===== src/rtl/vect_store_serializer_pkg.sv =====
// Shared types for the vector write-back serializer: default geometry,
// lane/vector typedefs and the serializer state encoding.
package vect_pkg;

   localparam int N_DEF      = 8;
   localparam int M_DEF      = 16;
   localparam int ADDR_W_DEF = 16;

   typedef logic signed [N_DEF-1:0] lane_t;
   typedef lane_t [0:M_DEF-1]       vec_t;

   typedef enum logic {
      IDLE = 1'b0,
      SEND = 1'b1
   } state_t;

endpackage


===== src/rtl/vect_store_serializer_lane_next_set.sv =====
// Priority encoder: lowest set mask index that is >= start, plus a found flag.
// start is one bit wider than an index so "past the last lane" is expressible.
module lane_next_set
   import vect_pkg::*;
#(
   parameter int M     = M_DEF,
   parameter int IDX_W = 4
) (
   input  logic [0:M-1]     mask,
   input  logic [IDX_W:0]   start,
   output logic [IDX_W-1:0] idx,
   output logic             found
);

   // Scan downwards so the lowest qualifying lane is the one left standing
   always_comb begin
      idx   = {IDX_W{1'b0}};
      found = 1'b0;
      for (int i = M - 1; i >= 0; i--) begin
         if (mask[i] && (i >= int'(start))) begin
            idx   = IDX_W'(i);
            found = 1'b1;
         end else begin
            idx   = idx;
            found = found;
         end
      end
   end

endmodule


===== src/rtl/vect_store_serializer.sv =====
// Write-back serializer: holds one masked lane vector and emits its enabled
// lanes as (address, sample) beats, one per cycle, with valid/ready on both sides.
module vect_store_serializer
   import vect_pkg::*;
#(
   parameter int N      = N_DEF,
   parameter int M      = M_DEF,
   parameter int ADDR_W = ADDR_W_DEF
) (
   input  logic                       clk,
   input  logic                       rst,
   input  logic                       in_valid,
   output logic                       in_ready,
   input  logic signed [0:M-1][N-1:0] in_data,
   input  logic [ADDR_W-1:0]          in_base_addr,
   input  logic [0:M-1]               in_mask,
   output logic                       out_valid,
   input  logic                       out_ready,
   output logic signed [N-1:0]        out_data,
   output logic [ADDR_W-1:0]          out_addr,
   output logic                       out_last,
   output logic                       busy
);

   localparam int IDX_W = (M > 1) ? $clog2(M) : 1;

   state_t                  state_r;
   state_t                  state_n_s;
   logic [IDX_W-1:0]        ptr_r;
   logic [IDX_W-1:0]        ptr_n_s;
   logic [0:M-1][N-1:0]     data_r;
   logic [ADDR_W-1:0]       base_r;
   logic [0:M-1]            mask_r;

   logic                    out_valid_r;
   logic signed [N-1:0]     out_data_r;
   logic [ADDR_W-1:0]       out_addr_r;
   logic                    out_last_r;

   logic                    beat_s;
   logic                    final_s;
   logic                    ready_s;
   logic                    accept_s;

   logic [IDX_W-1:0]        load_idx_s;
   logic                    load_found_s;
   logic [IDX_W:0]          adv_start_s;
   logic [IDX_W-1:0]        adv_idx_s;
   logic                    adv_found_s;

   logic [0:M-1][N-1:0]     eff_data_s;
   logic [ADDR_W-1:0]       eff_base_s;
   logic [0:M-1]            eff_mask_s;
   logic                    last_n_s;
   logic [N-1:0]            data_n_s;
   logic [ADDR_W-1:0]       addr_n_s;

   // Handshake qualifiers; in_ready opens on the final beat so vectors chain gap-free
   always_comb begin
      beat_s   = (state_r == SEND) && out_ready;
      final_s  = beat_s && out_last_r;
      ready_s  = !rst && ((state_r == IDLE) || final_s);
      accept_s = in_valid && ready_s;
   end

   assign adv_start_s = (IDX_W+1)'(ptr_r) + (IDX_W+1)'(1);

   lane_next_set #(.M(M), .IDX_W(IDX_W)) u_load_enc (
      .mask  (in_mask),
      .start ({(IDX_W+1){1'b0}}),
      .idx   (load_idx_s),
      .found (load_found_s)
   );

   lane_next_set #(.M(M), .IDX_W(IDX_W)) u_adv_enc (
      .mask  (mask_r),
      .start (adv_start_s),
      .idx   (adv_idx_s),
      .found (adv_found_s)
   );

   // Next state and lane pointer; an all-zero mask is absorbed without leaving IDLE
   always_comb begin
      state_n_s = state_r;
      ptr_n_s   = ptr_r;
      case (state_r)
         IDLE: begin
            if (accept_s && load_found_s) begin
               state_n_s = SEND;
               ptr_n_s   = load_idx_s;
            end else begin
               state_n_s = IDLE;
            end
         end
         SEND: begin
            if (beat_s && !out_last_r && adv_found_s) begin
               ptr_n_s = adv_idx_s;
            end else if (beat_s) begin
               if (accept_s && load_found_s) begin
                  state_n_s = SEND;
                  ptr_n_s   = load_idx_s;
               end else begin
                  state_n_s = IDLE;
               end
            end else begin
               state_n_s = SEND;
            end
         end
         default: begin
            state_n_s = IDLE;
            ptr_n_s   = {IDX_W{1'b0}};
         end
      endcase
   end

   // Beat source is the incoming vector on a load, otherwise the held one
   always_comb begin
      if (accept_s) begin
         eff_data_s = in_data;
         eff_base_s = in_base_addr;
         eff_mask_s = in_mask;
      end else begin
         eff_data_s = data_r;
         eff_base_s = base_r;
         eff_mask_s = mask_r;
      end
      last_n_s = 1'b1;
      for (int i = 0; i < M; i++) begin
         last_n_s = last_n_s & !(eff_mask_s[i] && (i > int'(ptr_n_s)));
      end
      data_n_s = eff_data_s[ptr_n_s];
      addr_n_s = eff_base_s + ADDR_W'(ptr_n_s);
   end

   // State, pointer and vector holding registers
   always_ff @(posedge clk) begin
      if (rst) begin
         state_r <= IDLE;
         ptr_r   <= {IDX_W{1'b0}};
         data_r  <= {(M*N){1'b0}};
         base_r  <= {ADDR_W{1'b0}};
         mask_r  <= {M{1'b0}};
      end else begin
         state_r <= state_n_s;
         ptr_r   <= ptr_n_s;
         if (accept_s) begin
            data_r <= in_data;
            base_r <= in_base_addr;
            mask_r <= in_mask;
         end else begin
            data_r <= data_r;
            base_r <= base_r;
            mask_r <= mask_r;
         end
      end
   end

   // Registered beat outputs; data/address hold while stalled or idle
   always_ff @(posedge clk) begin
      if (rst) begin
         out_valid_r <= 1'b0;
         out_data_r  <= {N{1'b0}};
         out_addr_r  <= {ADDR_W{1'b0}};
         out_last_r  <= 1'b0;
      end else if (state_n_s == SEND) begin
         out_valid_r <= 1'b1;
         out_data_r  <= data_n_s;
         out_addr_r  <= addr_n_s;
         out_last_r  <= last_n_s;
      end else begin
         out_valid_r <= 1'b0;
         out_data_r  <= out_data_r;
         out_addr_r  <= out_addr_r;
         out_last_r  <= 1'b0;
      end
   end

   assign in_ready  = ready_s;
   assign out_valid = out_valid_r;
   assign out_data  = out_data_r;
   assign out_addr  = out_addr_r;
   assign out_last  = out_last_r;
   assign busy      = (state_r == SEND);

endmodule


===== config.mk =====
export PLATFORM = sky130hd
export DESIGN_NAME = vect_store_serializer
export DESIGN_NICKNAME = d
export VERILOG_FILES = /design/src/rtl/vect_store_serializer_pkg.sv /design/src/rtl/vect_store_serializer_lane_next_set.sv /design/src/rtl/vect_store_serializer.sv
export SDC_FILE = /design/constraint.sdc
export NUM_CORES = 1
export LEC_CHECK = 0
export ABC_AREA = 1
export BUFFER_PORTS_ARGS = -buffer_cell sky130_fd_sc_hd__buf_4
export CAP_MARGIN = 10
export CORE_ASPECT_RATIO = 1.75
export CORE_MARGIN = 2
export CORE_UTILIZATION = 36
export CTS_CLUSTER_DIAMETER = 50
export DETAILED_ROUTE_END_ITERATION = 10
export SLEW_MARGIN = 30
export SYNTH_ARGS = -nofsm -noshare
export SYNTH_HDL_FRONTEND = slang
export SYNTH_HIERARCHICAL = 1
export SYNTH_SLANG_ARGS = --single-unit

===== constraint.sdc =====
create_clock -name clk -period 10.68 [get_ports clk]
set_input_delay 2.136 -clock clk [delete_from_list [all_inputs] [get_ports clk]]
set_output_delay 2.136 -clock clk [all_outputs]
set_load 0.01 [all_outputs]

==> metrics.md, run 1 <==
| Metric | Value |
|---|---|
| Status | `complete, no violations` |
| CTS sink cnt | `190` |
| Num CTS Buffers | `17` |
| Post-CTS Hold Buffers | `0` |
| Post-route ant nets | `0` |
| Worst Clk Skew | `approximately 0.009 ns` |
| Post-synth top area share | `0.377` |
| Finish-stage setup viols | `0` |
| Port bufs | `between 150 and 200` |
| Power Density | `around 160 nW/µm²` |
| Final Cell Area | `between 10000 and 15000 µm²` |
| Core Region | `27800 µm²` |
| Postcts setup bufs | `0` |
| Slew Viols, Final | `0` |
| Share of cells above drive strength 1 | `0.191` |
| Highest-delay cell along the critical path | `buf_4` |
| Max VDD drop | `about 0.13 mV` |
| Most used DFF post-synth | `dfxtp_1` |
| CTS tree | `built` |
| Post-route DRC violation count | `0` |
| Average wire per standard cell | `roughly 16 µm` |
| Peak Freq | `approximately 170 MHz` |
| Netlist area before placement | `10100 µm²` |
| H-Tree Depth | `4` |
| Chip width | `about 130 µm` |
| Crit path max fanout | `66` |
| Min Tclk post-route | `5.98 ns` |
| Slew @ Worst Pin | `slightly above 0.9 ns` |
| Largest net degree at the start of global routing | `96` |
| Routed vias | `around 9400` |
| Post-synth top area cell | `dfxtp_1` |
| Longest Clk Path Bufs | `2` |
| Initial DRC count | `approximately 530` |
| Worst path bufs/invs | `4` |
| Warnings from Yosys | `6` |
| Post-route clock period utilization | `0.560` |
| Post-synthesis sequential area ratio | `0.377` |
| Detailed-route wire length | `between 30 and 40 mm` |
| Post-synthesis to final-layout area growth | `22.5%` |
| Pleak | `about 6.4 nW` |
| Total gr overflow | `0` |
| Slew margin rel. | `0.384` |
| EDFF count, synth | `0` |
| Gpl congestion | `0.830` |
| Synth Register Bits | `between 150 and 200` |
| Crit. End Element | `register` |
| Antenna violations before repair | `0` |
| DPL Wire Length | `around 23 mm` |
| CP Launch Type | `input pin` |
| Synth Area per Inst | `just over 7 µm²` |
| Cell variety after synth | `46` |
| Setup tns final | `0 ns` |
| Critical Path RT | `between 10 and 15 ns` |
| CTS resizes | `0` |
| Critical-path cell list | `buf_4 -> inv_2 -> nand3_4 -> buf_4 -> buf_4 -> mux2i_1 -> nand2_1 -> o211ai_1 -> nand2_1 -> nand2_1 -> nand3_1 -> nor2_1 -> nor2_1` |
| # rows | `81` |
| Starting Density | `0.363` |
| Fin. Hold Viols | `0` |
| Met1 Use GR | `0.224` |
| Via/cell ratio | `around 4.8` |
| Hold Crit Class | `reg2reg` |
| CP arrival | `~6.3 ns` |
| Area after DPL | `about 12000 µm²` |
| I/O pins | `around 190` |
| Die area | `around 30000 µm²` |
| DRT Pass-1 Iters | `5` |
| Synth Instances | `between 1000 and 1500` |
| Max_cap viols | `0` |
| CTS clock-pin slew for the worst setup and hold paths | `0.06 ns` |
| CP delay by family, top | `buffers and inverters` |
| First-pass GRT wire length | `roughly 48 mm` |
| Clk Latency, worst-skew pair | `approximately 0.44 ns` |
| Diode count | `0` |
| All-Layer GR Usage | `0.214` |
| Crit path largest cell delay | `around 0.83 ns` |
| GR Layer Usage met2 | `0.400` |
| Most Crowded Layer GR | `met2` |
| Die H | `about 230 µm` |
| Async set or reset register ratio after synthesis | `0` |
| M3 GR Usage | `0.0437` |
| Vias in the first global route | `~9100` |
| Worst Setup Path Type | `in2reg` |
| Ranking of synthesized cells by area | `dfxtp_1 (38%), nand2_1 (14%), mux2i_1 (9.1%), nor2_1 (7.8%), inv_1 (5.1%)` |
| Final net count | `between 1500 and 2000` |
| Clock Tree Root | `clkbuf_16` |
| RSZ-0062 raised after global routing | `no` |
path summary, 6_finish.rpt:
check | startpoint | endpoint | slack [ns] | cells after the start
max | rst | out_data[1]$_SDFFE_PP0N_ | 4.70 | 13
min | data_r[34]$_SDFF_PP0_ | data_r[34]$_SDFF_PP0_ | 0.47 | 2
max reg2reg | ptr_r[0]$_SDFF_PP0_ | out_addr[8]$_SDFFE_PP0N_ | 6.04 | 24
min reg2reg | data_r[34]$_SDFF_PP0_ | data_r[34]$_SDFF_PP0_ | 0.47 | 2
tightest hold or removal path, delay by kind of cell (launching register included):
family           cells  cell delay [ns]
AND/OR/NAND/NOR      1             0.07
flip-flops           1             0.30
AO/OA/AOI/OAI        1             0.06
power by group:
group          leakage, nW  internal, W  switching, W  total, W
logic                 4.58     0.000192      0.000324  0.000516
clock network        0.304     0.000400      0.000289  0.000689
registers             1.56     0.000759     0.0000230  0.000782
total                 6.44      0.00135      0.000636   0.00199
per-layer routing:
| metal | part of all wire | vias to the layer above |
|---|---|---|
| met2 | 0.54 | 200 |
| met5 | 0 | - |
| met1 | 0.37 | 4367 |
| met3 | 0.043 | 51 |
| li1 | - | 4831 |
| met4 | 0.041 | 0 |
state kept, by name, summed over array words and instances, names as in the netlist:
register  count
out_addr     16
ptr_r         4
out_data      8
base_r       16
out_last      1
data_r      128
mask_r       16
busy          1
layout make-up:
type	instances	area [µm²]
clock buffers	19	443
repair buffers	196	1470
well taps	373	467
multi-input cells	1044	5440
flip-flops and latches	190	3800
inverters	147	552
clock inverters	13	185
fillers	2972	15400
placed cells by master, fill, tap and decap left out, types with 2 or more instances in the layout:
cell type	netlist	final
nand3_1	66	66
nor3_2	3	3
mux2i_1	92	92
bufinv_16	0	4
buf_4	9	196
a21boi_1	2	2
xor2_1	5	5
o211ai_2	2	2
a31oi_1	2	2
or2_1	6	6
o21bai_1	6	6
conb_1	1	28
inv_2	8	8
o21ai_0	39	39
clkinvlp_4	0	2
nand2_2	13	12
inv_1	138	138
a21oi_1	33	33
nand2_1	379	379
nor2_2	9	9
o21ai_1	17	17
or2_2	22	22
nand3_2	5	5
o21a_1	31	31
nor2_4	4	4
a211oi_1	3	3
inv_6	0	3
a21oi_4	2	2
o211ai_1	28	28
nor3_1	3	3
clkbuf_16	0	17
ha_1	4	4
nor2_1	210	210
clkinv_2	0	3
nand4_1	13	13
o21ai_2	2	2
a21oi_2	6	6
dfxtp_1	190	190
cell families (layout without fill, tap and decap cells):
| group | count (synthesis) | in the layout | synth area share |
|---|---|---|---|
| AO/OA/AOI/OAI | 175 | 175 | 0.113 |
| XOR/XNOR | 6 | 6 | 0.00521 |
| adder cells (fa/ha/maj) | 5 | 5 | 0.00695 |
| buffers and inverters | 215 | 375 | 0.0953 |
| flip-flops | 190 | 190 | 0.377 |
| multiplexers | 92 | 92 | 0.0913 |
| other | 1 | 28 | 0.000372 |
| AND/OR/NAND/NOR | 738 | 738 | 0.311 |
synth_stat cells, types with 17 or more instances:
library cell / count
o21ai_0: 39
o211ai_1: 28
nor2_1: 210
a21oi_1: 33
nand2_1: 379
or2_2: 22
clkbuf_1: 28
buf_2: 18
mux2i_1: 92
o21ai_1: 17
nand3_1: 66
inv_1: 138
dfxtp_1: 190
o21a_1: 31
through the flow:
step	power [W]	instances	util	setup slack, ns	hold slack [ns]
floorplan	0.00114	1449	-	5.93	0.451
finish	0.00199	1982	0.445	4.70	0.472
global placement	0.00131	1950	0.422	4.15	0.460
CTS	0.00201	1982	0.445	4.54	0.475
global route	0.00209	1982	0.445	4.23	0.497
detailed placement	0.00132	1950	0.422	4.09	0.464
No activity file was read; power rests on OpenSTA's default activity.
==> run 2: changes to the inputs <==
clock period = 5.7 ns   (was 10.68 ns; I/O delays follow)
==> metrics.md, run 2 (synthesis gave the netlist of run 1 again) <==
| Metric | Value |
|---|---|
| Status | `complete, no violations` |
| Die H | `225 µm (unchanged)` |
| Biggest register | `data_r` |
| Pleak | `6.47 nW (+0.47%)` |
| Routed vias | `9428 (-0.22%)` |
| Post-route clock period utilization | `0.767` |
| Total gr overflow | `0 (unchanged)` |
| Max_cap viols | `0 (unchanged)` |
| Critical Path RT | `6.05 ns (-4.95 ns)` |
| Die area | `29400 µm² (unchanged)` |
| Logic gate share of total power | `0.256 (-0.004)` |
| Post-placement cell count | `1953 (+0.15%)` |
| Detailed-route wire length | `30.9 mm (-0.31%)` |
| Post-synthesis to final-layout area growth | `23.1%` |
| Power Density | `303 nW/µm² (+89%)` |
| Chip width | `131 µm (unchanged)` |
| Worst Clk Skew | `0.0145 ns (+0.00563 ns)` |
| Slew Viols, Final | `0 (unchanged)` |
| Slew @ Worst Pin | `0.965 ns (+0.0424 ns)` |
| Setup tns final | `0 ns (unchanged)` |
| Gpl congestion | `0.869 (+4.7%)` |
| CP arrival | `4.72 ns (-1.59 ns)` |
| Diode count | `0 (unchanged)` |
| Core Region | `27800 µm² (unchanged)` |
| I/O pins | `192 (unchanged)` |
| CTS clock-pin slew for the worst setup and hold paths | `0.07 ns (about the same)` |
| Post-layout util | `0.447 (+0.00216)` |
| Final net count | `1768 (+0.17%)` |
| Int Pwr | `0.00257 W (+90%)` |
| Fin. Hold Viols | `0 (unchanged)` |
| DPL Wire Length | `22.9 mm (-1.2%)` |
| Seq pwr share | `0.388 (-0.005)` |
| Finish-stage setup viols | `0 (unchanged)` |
| Longest Clk Path Bufs | `2 (unchanged)` |
| CTS resizes | `0 (unchanged)` |
| Non-Filler Instances | `1985 (+0.15%)` |
| Worst Setup Path Type | `reg2reg` |
| # rows | `81 (unchanged)` |
| Crit path max fanout | `8 (-88%)` |
| Hold Crit Class | `reg2reg` |
| Via/cell ratio | `4.75 (-0.37%)` |
| Post-route DRC violation count | `0 (unchanged)` |
| Starting Density | `0.363 (unchanged)` |
| Min Tclk post-route | `4.37 ns` |
| Vias in the first global route | `9095 (-0.47%)` |
| Postcts setup bufs | `0 (unchanged)` |
| Largest net degree at the start of global routing | `113 (+18%)` |
| P_sw | `0.00120 W (+88%)` |
| Clk Latency, worst-skew pair | `0.45 ns (about the same)` |
| Clk pwr share | `0.356 (+0.009)` |
| CTS sink cnt | `190 (unchanged)` |
| Most frequent cells in the layout | `nand2_1 (379), nor2_1 (210), buf_4 (197), dfxtp_1 (190), inv_1 (138)` |
| Post-CTS Hold Buffers | `0 (unchanged)` |
| Post-route ant nets | `0 (unchanged)` |
| Final Cell Area | `12400 µm² (+0.49%)` |
| Crit. End Element | `register` |
| All-Layer GR Usage | `0.214 (about the same)` |
| Antenna violations before repair | `0 (unchanged)` |
| CTS tree | `built` |
| Share of cells above drive strength 1 | `0.193 (+0.00150)` |
| Slew margin rel. | `0.357 (-0.0274)` |
| Clock Tree Root | `clkbuf_16` |
| Average wire per standard cell | `15.6 µm (-0.46%)` |
| Port bufs | `191 (unchanged)` |
| Switching Share | `0.317 (-0.00288)` |
| Commonest non-fill, non-tap cell in the layout | `nand2_1` |
| Tot Pwr | `0.00377 W (+90%)` |
| Initial DRC count | `478 (-9.3%)` |
| Num CTS Buffers | `17 (unchanged)` |
| RSZ-0062 raised after global routing | `no` |
| First-pass GRT wire length | `47.6 mm (-0.10%)` |
| CP Launch Type | `register` |
| DRT Pass-1 Iters | `5 (unchanged)` |
| H-Tree Depth | `4 (unchanged)` |
| Area after DPL | `11800 µm² (+0.33%)` |
| Peak Freq | `between 200 and 250 MHz` |
| Largest register FFs | `128 (unchanged)` |
| Max VDD drop | `0.208 mV (+63%)` |
run 2: per-stage QoR:
stage	setup WS [ns]	hold slack, ns
global route	0.842	0.501
finish	1.33	0.472
CTS	1.32	0.474
global placement	1.42	0.460
detailed placement	1.35	0.464
floorplan	1.91	0.451
run 2: worst paths after layout:
path | start | endpoint | slack, ns | cells past startpoint
hold reg to reg | data_r[64]$_SDFF_PP0_ | data_r[64]$_SDFF_PP0_ | 0.47 | 2
hold / removal | data_r[64]$_SDFF_PP0_ | data_r[64]$_SDFF_PP0_ | 0.47 | 2
setup reg to reg | ptr_r[1]$_SDFF_PP0_ | out_addr[5]$_SDFFE_PP0N_ | 1.33 | 27
setup / recovery | ptr_r[1]$_SDFF_PP0_ | out_addr[5]$_SDFFE_PP0N_ | 1.33 | 27
run 2: power groups by stage:
stage / sequential (W) / combinational, W / clock, W
3_3_place_gp: 0.00149 / 0.000964 / 0
4_1_cts: 0.00146 / 0.000974 / 0.00138
3_5_place_dp: 0.00149 / 0.000969 / 0
2_1_floorplan: 0.00149 / 0.000641 / 0
5_1_grt: 0.00147 / 0.00108 / 0.00142
6_report: 0.00146 / 0.000964 / 0.00134
run 2: layout make-up:
| type | instances | area, µm² |
|---|---|---|
| Clock inverter | 14 | 229 |
| Sequential cell | 190 | 3800 |
| Fill cell | 2971 | 15300 |
| Timing Repair Buffer | 199 | 1510 |
| Inverter | 147 | 552 |
| Tap cell | 373 | 467 |
| Clock buffer | 18 | 429 |
| Multi-Input combinational cell | 1044 | 5430 |
run 2: layer usage:
metal | wire (µm) | global-route usage | vias to the layer above
met5 | 0 | 0 | -
met4 | 1390 | 0.105 | 0
met3 | 1120 | 0.0411 | 59
met2 | 16600 | 0.396 | 191
met1 | 11700 | 0.225 | 4331
li1 | - | - | 4847
run 2: worst max-delay path: stages (launching register included):
cell and delay [ns]:
dfxtp_1 0.37, ha_1 0.19, xor2_1 0.59, nand2_2 0.12, nand2_1 0.13, nand2_1 0.07
nand3_2 0.10, nand2_1 0.05, nor2_1 0.08, inv_1 0.07, nor2_2 0.14, nand2_1 0.07
inv_1 0.05, nor2_1 0.08, o21ai_1 0.28, nand3_1 0.15, o21ai_2 0.16, inv_1 0.16
ha_1 0.38, nand3_1 0.07, and2_1 0.17, inv_1 0.07, a21oi_1 0.08, nor2_2 0.28
xor2_1 0.18, nand2_1 0.07, nand2_1 0.07, inv_1 0.03
